==> src/rtl/if_fetch_pkg.sv <==
// ---------------------------------------------------------------------------
// if_fetch_pkg
// Shared types and constants for the instruction-fetch stage.
//   inst_addr_t / inst_t : instruction address and instruction word buses
//   ZERO_WORD            : all-zero word, used as the NOP bubble
//   PC_STEP_DEF          : default byte step between sequential fetches
//   if_state_e           : fetch FSM states (BOOT, WAIT, HOLD)
// ---------------------------------------------------------------------------
package if_fetch_pkg;

  localparam int INST_ADDR_W = 32;
  localparam int INST_W      = 32;

  typedef logic [INST_ADDR_W-1:0] inst_addr_t;
  typedef logic [INST_W-1:0]      inst_t;

  localparam inst_t       ZERO_WORD   = '0;
  localparam int unsigned PC_STEP_DEF = 4;

  // BOOT : out of reset, no request issued yet
  // WAIT : a memory request is outstanding
  // HOLD : a fetched word is parked in the skid buffer, no request out
  typedef enum logic [1:0] {
    IF_BOOT = 2'd0,
    IF_WAIT = 2'd1,
    IF_HOLD = 2'd2
  } if_state_e;

endpackage

==> src/rtl/if_fetch_skid_buf.sv <==
// ---------------------------------------------------------------------------
// if_fetch_skid_buf
// One-entry pc+instruction holding register. Catches a fetched word that
// arrives while the pipeline is stalled so it can be replayed later.
// Ports:
//   i_clk, i_rst_n : clock, asynchronous active-low reset
//   i_load         : capture i_pc / i_inst, mark full
//   i_clear        : drop the entry (wins over i_load)
//   i_pc, i_inst   : word to capture
//   o_full         : entry holds a valid word
//   o_pc, o_inst   : stored word
// ---------------------------------------------------------------------------
module if_fetch_skid_buf
  import if_fetch_pkg::*;
(
  input  logic       i_clk,
  input  logic       i_rst_n,
  input  logic       i_load,
  input  logic       i_clear,
  input  inst_addr_t i_pc,
  input  inst_t      i_inst,
  output logic       o_full,
  output inst_addr_t o_pc,
  output inst_t      o_inst
);

  logic       r_full;
  inst_addr_t r_pc;
  inst_t      r_inst;

  // A clear comes from a branch redirect, so it must discard the entry even
  // if a load is requested in the same cycle.
  always_ff @(posedge i_clk or negedge i_rst_n) begin
    if (!i_rst_n) begin
      r_full <= 1'b0;
      r_pc   <= '0;
      r_inst <= ZERO_WORD;
    end else if (i_clear) begin
      r_full <= 1'b0;
      r_pc   <= '0;
      r_inst <= ZERO_WORD;
    end else if (i_load) begin
      r_full <= 1'b1;
      r_pc   <= i_pc;
      r_inst <= i_inst;
    end
  end

  assign o_full = r_full;
  assign o_pc   = r_pc;
  assign o_inst = r_inst;

endmodule

==> src/rtl/if_fetch.sv <==
// ---------------------------------------------------------------------------
// if_fetch
// Instruction-fetch stage. Owns the PC, fetches words from instruction
// memory over a req/ack handshake and presents pc/instruction to IF/ID.
// Honours the IF/ID stall and branch-redirect controls; bubbles are zero.
// Parameters:
//   RESET_PC : first fetch address after reset
//   PC_STEP  : byte increment between sequential fetches
// Ports:
//   i_clk, i_rst_n        : clock, asynchronous active-low reset
//   i_stall               : IF/ID is not loading this cycle
//   i_branch              : redirect request (highest priority)
//   i_branch_target       : redirect PC, low two bits ignored
//   o_imem_req/o_imem_addr: registered fetch request and address
//   i_imem_ack/i_imem_rdata: one-cycle ack with data in the same cycle
//   o_if_pc/o_if_inst/o_if_valid : word toward IF/ID
// Optional build macro IF_PERF_CNT_EN adds:
//   o_fetch_cnt : count of accepted (non-stale) fetches
//   o_stall_cnt : count of cycles stalled while holding a valid word
// ---------------------------------------------------------------------------
module if_fetch
  import if_fetch_pkg::*;
#(
  parameter inst_addr_t  RESET_PC = 32'h0000_0000,
  parameter int unsigned PC_STEP  = PC_STEP_DEF
) (
  input  logic       i_clk,
  input  logic       i_rst_n,
  input  logic       i_stall,
  input  logic       i_branch,
  input  inst_addr_t i_branch_target,
  output logic       o_imem_req,
  output inst_addr_t o_imem_addr,
  input  logic       i_imem_ack,
  input  inst_t      i_imem_rdata,
  output inst_addr_t o_if_pc,
  output inst_t      o_if_inst,
  output logic       o_if_valid
`ifdef IF_PERF_CNT_EN
  ,
  output logic [31:0] o_fetch_cnt,
  output logic [31:0] o_stall_cnt
`endif
);

  if_state_e  r_state,     w_state_nxt;
  inst_addr_t r_pc,        w_pc_nxt;
  logic       r_imem_req,  w_imem_req_nxt;
  inst_addr_t r_imem_addr, w_imem_addr_nxt;
  logic       r_stale,     w_stale_nxt;
  inst_addr_t r_if_pc,     w_if_pc_nxt;
  inst_t      r_if_inst,   w_if_inst_nxt;
  logic       r_if_valid,  w_if_valid_nxt;

  logic       w_skid_load;
  logic       w_skid_clear;
  logic       w_skid_full;
  inst_addr_t w_skid_pc;
  inst_t      w_skid_inst;

  inst_addr_t w_target;
  inst_addr_t w_seq_addr;

  assign w_target   = i_branch_target & ~inst_addr_t'(3);
  assign w_seq_addr = r_imem_addr + inst_addr_t'(PC_STEP);

  if_fetch_skid_buf u_skid (
    .i_clk   (i_clk),
    .i_rst_n (i_rst_n),
    .i_load  (w_skid_load),
    .i_clear (w_skid_clear),
    .i_pc    (r_imem_addr),
    .i_inst  (i_imem_rdata),
    .o_full  (w_skid_full),
    .o_pc    (w_skid_pc),
    .o_inst  (w_skid_inst)
  );

  // FSM state register.
  always_ff @(posedge i_clk or negedge i_rst_n) begin
    if (!i_rst_n) r_state <= IF_BOOT;
    else          r_state <= w_state_nxt;
  end

  // Datapath registers: PC, request, stale flag and IF/ID-facing outputs.
  always_ff @(posedge i_clk or negedge i_rst_n) begin
    if (!i_rst_n) begin
      r_pc        <= RESET_PC;
      r_imem_req  <= 1'b0;
      r_imem_addr <= RESET_PC;
      r_stale     <= 1'b0;
      r_if_pc     <= ZERO_WORD;
      r_if_inst   <= ZERO_WORD;
      r_if_valid  <= 1'b0;
    end else begin
      r_pc        <= w_pc_nxt;
      r_imem_req  <= w_imem_req_nxt;
      r_imem_addr <= w_imem_addr_nxt;
      r_stale     <= w_stale_nxt;
      r_if_pc     <= w_if_pc_nxt;
      r_if_inst   <= w_if_inst_nxt;
      r_if_valid  <= w_if_valid_nxt;
    end
  end

  // Next-state logic. A request in flight cannot be aborted, so a redirect
  // that arrives without an ack only marks the pending reply as stale; the
  // reply is dropped on arrival and the redirected PC is fetched instead.
  // The PC register always holds the address of the next word to request.
  always_comb begin
    w_state_nxt     = r_state;
    w_pc_nxt        = r_pc;
    w_imem_req_nxt  = r_imem_req;
    w_imem_addr_nxt = r_imem_addr;
    w_stale_nxt     = r_stale;
    w_skid_load     = 1'b0;
    w_skid_clear    = 1'b0;
    w_if_pc_nxt     = r_if_pc;
    w_if_inst_nxt   = r_if_inst;
    w_if_valid_nxt  = r_if_valid;

    // Outputs hold while stalled and turn into a bubble otherwise, unless
    // a word is delivered below.
    if (!i_stall) begin
      w_if_inst_nxt  = ZERO_WORD;
      w_if_valid_nxt = 1'b0;
    end

    if (i_branch) begin
      w_pc_nxt       = w_target;
      w_if_inst_nxt  = ZERO_WORD;
      w_if_valid_nxt = 1'b0;
      w_skid_clear   = 1'b1;
      case (r_state)
        IF_WAIT: begin
          if (i_imem_ack) begin
            w_imem_addr_nxt = w_target;
            w_stale_nxt     = 1'b0;
          end else begin
            w_stale_nxt     = 1'b1;
          end
        end
        default: begin
          w_state_nxt     = IF_WAIT;
          w_imem_req_nxt  = 1'b1;
          w_imem_addr_nxt = w_target;
        end
      endcase
    end else begin
      case (r_state)
        IF_BOOT: begin
          w_state_nxt     = IF_WAIT;
          w_imem_req_nxt  = 1'b1;
          w_imem_addr_nxt = r_pc;
        end
        IF_WAIT: begin
          if (i_imem_ack) begin
            if (r_stale) begin
              w_stale_nxt     = 1'b0;
              w_imem_addr_nxt = r_pc;
            end else if (!i_stall) begin
              w_if_pc_nxt     = r_imem_addr;
              w_if_inst_nxt   = i_imem_rdata;
              w_if_valid_nxt  = 1'b1;
              w_pc_nxt        = w_seq_addr;
              w_imem_addr_nxt = w_seq_addr;
            end else begin
              // Park the word and stop fetching until the stall clears.
              w_skid_load    = 1'b1;
              w_imem_req_nxt = 1'b0;
              w_pc_nxt       = w_seq_addr;
              w_state_nxt    = IF_HOLD;
            end
          end
        end
        IF_HOLD: begin
          if (!i_stall && w_skid_full) begin
            w_if_pc_nxt     = w_skid_pc;
            w_if_inst_nxt   = w_skid_inst;
            w_if_valid_nxt  = 1'b1;
            w_skid_clear    = 1'b1;
            w_imem_req_nxt  = 1'b1;
            w_imem_addr_nxt = r_pc;
            w_state_nxt     = IF_WAIT;
          end
        end
        default: begin
          w_state_nxt = IF_BOOT;
        end
      endcase
    end
  end

  assign o_imem_req  = r_imem_req;
  assign o_imem_addr = r_imem_addr;
  assign o_if_pc     = r_if_pc;
  assign o_if_inst   = r_if_inst;
  assign o_if_valid  = r_if_valid;

`ifdef IF_PERF_CNT_EN
  logic        w_fetch_accept;
  logic [31:0] r_fetch_cnt;
  logic [31:0] r_stall_cnt;

  assign w_fetch_accept = !i_branch && (r_state == IF_WAIT) && i_imem_ack && !r_stale;

  // Free-running wrap-around event counters.
  always_ff @(posedge i_clk or negedge i_rst_n) begin
    if (!i_rst_n) begin
      r_fetch_cnt <= '0;
      r_stall_cnt <= '0;
    end else begin
      if (w_fetch_accept)        r_fetch_cnt <= r_fetch_cnt + 32'd1;
      if (i_stall && r_if_valid) r_stall_cnt <= r_stall_cnt + 32'd1;
    end
  end

  assign o_fetch_cnt = r_fetch_cnt;
  assign o_stall_cnt = r_stall_cnt;
`endif

endmodule
==> config.mk <==
export PLATFORM = sky130hd
export DESIGN_NAME = if_fetch
export DESIGN_NICKNAME = d
export VERILOG_FILES = /design/src/rtl/if_fetch_pkg.sv /design/src/rtl/if_fetch_skid_buf.sv /design/src/rtl/if_fetch.sv
export SDC_FILE = /design/constraint.sdc
export NUM_CORES = 1
export LEC_CHECK = 0
export BUFFER_PORTS_ARGS = -buffer_cell sky130_fd_sc_hd__buf_2
export CORE_UTILIZATION = 46
export DETAILED_ROUTE_END_ITERATION = 7
export GPL_ROUTABILITY_DRIVEN = 0
export PLACE_DENSITY = 0.7
export SETUP_SLACK_MARGIN = 0.5
export SLEW_MARGIN = 40
export SYNTH_ARGS = -nofsm -noshare
export SYNTH_HDL_FRONTEND = slang
export SYNTH_HIERARCHICAL = 1
export SYNTH_SLANG_ARGS = --single-unit
==> constraint.sdc <==
create_clock -name i_clk -period 2.2 [get_ports i_clk]
set_input_delay 0.11 -clock i_clk [delete_from_list [all_inputs] [get_ports i_clk]]
set_output_delay 0.11 -clock i_clk [all_outputs]
set_load 0.005 [all_outputs]
# Word level (Yosys, flattened, before mapping)
# Index checks and enable logic that the tools add are counted.
# totals
register_bits,198
input_bits,69
out_inout_bits,98
word_cells,102
# classes
addsub,1
n_eq_ne,11
muxes,64
bitwise,1
n_reduce_logical,14
# op_table
operator,count
$mux W32,25
$pmux W32 S2,2
$pmux W32 S3,1
$add A32 B3 Y32 const B,1
$mux W1,27
$ne A2 B2 Y1 const B,7
$mux W2,6
$reduce_and A6 Y1,2
$reduce_bool A2 Y1,4
$pmux W2 S3,1
$reduce_and A5 Y1,1
$ne A4 B4 Y1 const B,1
$reduce_and A4 Y1,1
$reduce_bool A4 Y1,1
$ne A3 B3 Y1 const B,1
$pmux W1 S3,1
$reduce_and A3 Y1,1
$eq A2 B1 Y1 const B,1
$eq A2 B2 Y1 const B,1
$logic_not A2 Y1,1
$pmux W1 S2,1
$reduce_and A2 Y1,1
$logic_and A1 B1 Y1,1
$logic_not A1 Y1,1
$not A1 Y1,1

# Depth between registers and ports, before layout
# depth
word_depth,7
mapped_depth,10
ltp_nobuf,7

# Hierarchy
# Netlist, hierarchy kept.
# modules_own_cells
module,instances,cells_each,area_per_inst_um2,seq_area_each_um2
if_fetch,1,776,7076.8,3328.2
if_fetch_skid_buf,1,209,2636.3,1626.6

# Worst setup path after synthesis
# Ideal clock, no wire load.
# synth_timing
path_kind,flip-flop to flip-flop
startpoint,register r_state[1]
endpoint,"register u_skid.r_pc[5], in the netlist u_skid/o_pc[5]"
setup_time_ns,0.132
arrival_ns,2.110
t_required_ns,2.068
setup_slack_ns,-0.042
stages_incl_launch_ff,11
n_path_buf,3
period_less_slack_ns,2.242
path_cell_list,dfrtp_1 -> inv_1 -> ha_1 -> buf_2 -> nand3b_1 -> nor2_1 -> and2_1 -> buf_6 -> buf_8 -> mux2i_1 -> nor2_1
# synth_via
elab_chain_len,4
elab_cells_between_ends,8
cone_classes,2 x eq/ne; 5 x mux; 1 x reduce/logical
# synth_rtl
item,line_no,text
from (decl),if_fetch.sv:46,"if_state_e r_state, w_state_nxt;"
from (signal assigned),if_fetch.sv:82,else r_state <= w_state_nxt;
$eq A2 B1 Y1,if_fetch.sv:150,case (r_state)
$mux W1,if_fetch.sv:150,
$mux W1,if_fetch.sv:129,if (i_branch) begin
net w_skid_load,if_fetch.sv:55,logic w_skid_load;
$reduce_bool A2 Y1 (no line),-,
to (signal assigned),if_fetch_skid_buf.sv:44,r_pc <= i_pc;
to (decl),if_fetch_skid_buf.sv:28,inst_addr_t r_pc;
# The timed path passes the listed nets, and every way through them passes these cells.
# A chain may end at the register's enable or synchronous reset.

# Worst setup path in the final report
# layout_timing
startpoint,register r_state[1]
endpoint,"register u_skid.r_inst[24], in the netlist u_skid/o_inst[24]"
# layout_via
elab_chain_len,4
elab_cells_between_ends,8
cone_classes,2 x eq/ne; 5 x mux; 1 x reduce/logical
# layout_rtl
item,line_no,text
$eq A2 B1 Y1,if_fetch.sv:150,
$mux W1,if_fetch.sv:150,
$mux W1,if_fetch.sv:129,
net w_skid_load,if_fetch.sv:55,
$reduce_bool A2 Y1 (no line),-,
to (signal assigned),if_fetch_skid_buf.sv:45,r_inst <= i_inst;
to (decl),if_fetch_skid_buf.sv:29,inst_t r_inst;
# The timed path passes the listed nets, and every way through them passes these cells.

==> impl_metrics.json <==
{
  "rows": 52,
  "synth-seq-cells": 198,
  "grt_max_degree": 66,
  "grt_pass1_wl_um": 47500,
  "crit_chain": "inv_2, ha_4, nand3b_1, nor2_4, and2_4, buf_12, buf_12, buf_16, mux2i_1, nor2_1",
  "setup_tns_ns": 0,
  "synth_nets": 1059,
  "placeableCoreArea_um2": 20500,
  "drive_above_1_share_pct": 38.6,
  "cp.required_ns": 2.53,
  "cp_max_fo": 7,
  "holdPathStages": 2,
  "placed_cells": 1398,
  "yosys.area.top_type": "dfrtp_1",
  "die_w_um": 147,
  "cpLargestDelayFamily": "simple AND/OR/NAND/NOR gates",
  "worst_slew_pin_slew_ns": 0.561,
  "async_reset_ff_share_pct": 100,
  "drt-total-wl_um": 35100,
  "clk_latency_ns": 0.44,
  "grt_setup_unrepaired": "true",
  "min_period_over_period_pct": 90.3,
  "cts-root-buf": "clkbuf_16",
  "fmax_mhz": 503,
  "grt_pass1_vias": 8986,
  "slew_violations": 0,
  "antenna_found_initial": 0,
  "swShare_pct": 39.9,
  "setup_viol": 0,
  "combPwrFrac_pct": 50.2,
  "dr.pass1.iters": 6,
  "fin_cells": 1587,
  "start_util_pct": 47.4,
  "grt_overflow": 0,
  "synth_ff_type": "dfrtp_1",
  "cp.depth": 10,
  "pwr-share-seq_pct": 31.3,
  "synth_most_common_cell": "dfrtp_1",
  "p_int_uw": 10400,
  "hold_slack_ns": 0.0950,
  "synth.mux.area_fraction_pct": 10.3,
  "synth_compound_area_share_pct": 18.0,
  "synth_fa_ha_area_share_pct": 0.644,
  "cts_num_sinks": 198,
  "viasPerCell": 6.04,
  "io_buffers": 164,
  "pwr-share-clk_pct": 18.5,
  "cts_htree_levels": 4,
  "holdCritPathClass": "in -> reg",
  "hold_violations": 0,
  "synth-seq-area-share_pct": 51.0,
  "detail-route-antenna-nets": 0,
  "route.detailed.drc": 0,
  "p_sw_uw": 6900,
  "postSynthAreaPerCell_um2": 9.86,
  "slew_headroom_pct": 62.6,
  "max_cap_viol_count": 0,
  "critical_path_class": "reg -> reg",
  "synth_edf_count": 0,
  "cts.clk_slew.worst_paths_ns": 0.08,
  "grt.total_usage_pct": 28.1,
  "worst_setup_path_start_kind": "register",
  "crit_path_end_kind": "register",
  "period_needed_ns": 1.99,
  "crit_arrival_ns": 2.32,
  "num_vias": 9579,
  "post-route-cell-area_um2": 14700,
  "p_total_uw": 17300,
  "max_stage_delay_ns": 0.41,
  "die-height_um": 147,
  "skew_ns": 0.00922,
  "status": "finished, final reports clean",
  "wire_per_inst_um": 22.1,
  "r2r.worst_path.cells": 10,
  "drtIter0Drc": 998,
  "hpwl_um": 17000,
  "netlist_top_cells_area": "dfrtp_1 (51%), mux2i_1 (10%), nor2_1 (5.3%)",
  "synth_top_family_by_area": "compound AO/OA/AOI/OAI gates",
  "tritoncts": "done",
  "finalNetCount": 1377,
  "peakVddDrop_mv": 0.777,
  "cts_buffer_depth": 2,
  "dpl_cell_area_um2": 11300,
  "syn_area_um2": 9710,
  "critPathBufInv": 4,
  "synth_cells": 985,
  "dieArea_um2": 21700,
  "synth-simple-area-share_pct": 13.2,
  "p_per_area_nw_per_um2": 1170,
  "yosysWarnings": 6,
  "ys_types": 55,
  "cpMostUsedCell": "buf_12",
  "synth-xor-area-share_pct": 2.34,
  "power_leakage_uw": 0.00641,
  "syn_to_final_growth_pct": 51.6,
  "synth_common_cells": "dfrtp_1 (198), nor2_1 (138), mux2i_1 (99), o21ai_0 (92), nand2_1 (78)",
  "io_pins": 167,
  "worst_path_max_delay_cell": "dfrtp_1",
  "cts_buffers": 17,
  "yosysTopAreaCellShare_pct": 51.0
}
==> final timing paths <==
check	start	to	slack, ns
min in group asynchronous	i_rst_n	r_pc[2]$_DFFE_PN0P_	0.23
worst min-delay path	i_branch	o_imem_addr[0]$_DFFE_PN0P_	0.1
max in group asynchronous	i_rst_n	o_imem_addr[21]$_DFFE_PN0P_	1.15
worst max-delay path	r_state[1]$_DFFE_PN0P_	u_skid/o_inst[24]$_DFFE_PN0P_	0.21
worst max register to register	r_state[1]$_DFFE_PN0P_	u_skid/o_inst[24]$_DFFE_PN0P_	0.21
worst min register to register	o_if_inst[12]$_DFF_PN0_	o_if_inst[12]$_DFF_PN0_	0.49
==> layout by cell type (no fill, tap or decap), types with 5 or more instances in the layout <==
master and instances:
buf_16 12, nor2_4 23, nand3_1 11, clkbuf_16 32, nand2_2 6, o2bb2ai_1 11, nand2_4 9, dfrtp_1 186
a22o_1 11, mux2i_1 96, buf_12 27, o22ai_2 5, nand4_1 7, nand3_2 6, xnor2_1 23, a21oi_1 41
o31a_1 5, nor3_1 5, nor4_4 5, nand2_1 63, o21ai_2 14, a21oi_2 22, buf_2 163, dfrtp_2 12
inv_1 15, o21ai_1 59, buf_4 58, a22oi_1 35, buf_8 6, nor2_1 114, o21ai_0 19, nor3_4 5
a22oi_2 22, buf_6 22, dlygate4sd3_1 64
==> through the flow <==
stage / utilization, % / worst slack [ns]
2_1_floorplan: - / 0.253
3_3_place_gp: 55.0 / 0.125
3_5_place_dp: 55.0 / 0.103
4_1_cts: 65.7 / 0.298
5_1_grt: 71.9 / 0.165
6_report: 71.9 / 0.214
==> logic make-up (layout without fill, tap and decap cells) <==
logic type | Yosys count | count (layout)
xor gates and xnor gates | 26 | 26
other | 0 | 1
DFF | 198 | 198
buffers and inverters | 91 | 418
AOI/OAI and AO/OA | 279 | 279
and+or+nand+nor | 286 | 290
muxes | 100 | 100
adders and majority gates | 5 | 5
==> final cells by class <==
| type | count | area [µm²] |
|---|---|---|
| multi-input combinational | 700 | 5270 |
| fill | 1344 | 5770 |
| inverter | 18 | 73.8 |
| clock buffer | 17 | 425 |
| timing repair buffer | 368 | 3490 |
| antenna | 1 | 2.50 |
| clock inverter | 15 | 165 |
| sequential | 198 | 4970 |
| tap | 270 | 338 |
==> power groups by stage <==
stage	Clock [µW]	Sequential, µW	Combinational, µW
finish	3200	5410	8680
global route	3360	5500	9190
CTS	3240	5260	6660
detailed placement	0	5310	5200
global placement	0	5280	5080
floorplan	0	5240	3210
==> state kept, by name (all words and copies together), names as in the netlist <==
name,cells
o_if_inst,32
o_if_pc,32
o_imem_addr,32
r_pc,32
u_skid/o_inst,32
u_skid/o_pc,32
r_state,2
o_if_valid,1
o_imem_req,1
r_stale,1
u_skid/o_full,1
==> metal layers <==
| metal | vias to the layer above | part of all wire [%] | track usage [%] |
|---|---|---|---|
| met5 | - | 0 | 0 |
| met4 | 0 | 3.4 | 9.18 |
| met3 | 111 | 7.3 | 4.29 |
| met2 | 534 | 49 | 47.0 |
| met1 | 4753 | 40 | 37.4 |
| li1 | 4181 | - | - |
==> repair_timing <==
| item | 4_1_cts | 5_1_grt |
|---|---|---|
| hold endpoints to repair | 146 | 0 |
| resized for setup | 85 | 227 |
| endpoints found under the setup margin | 191 | 192 |
| setup buffers | 37 | 19 |
| hold buffers | 64 | 0 |
| gates cloned | 16 | 20 |
| pin swaps | 25 | 35 |
Note: power is estimated with default switching activity, not from simulation.
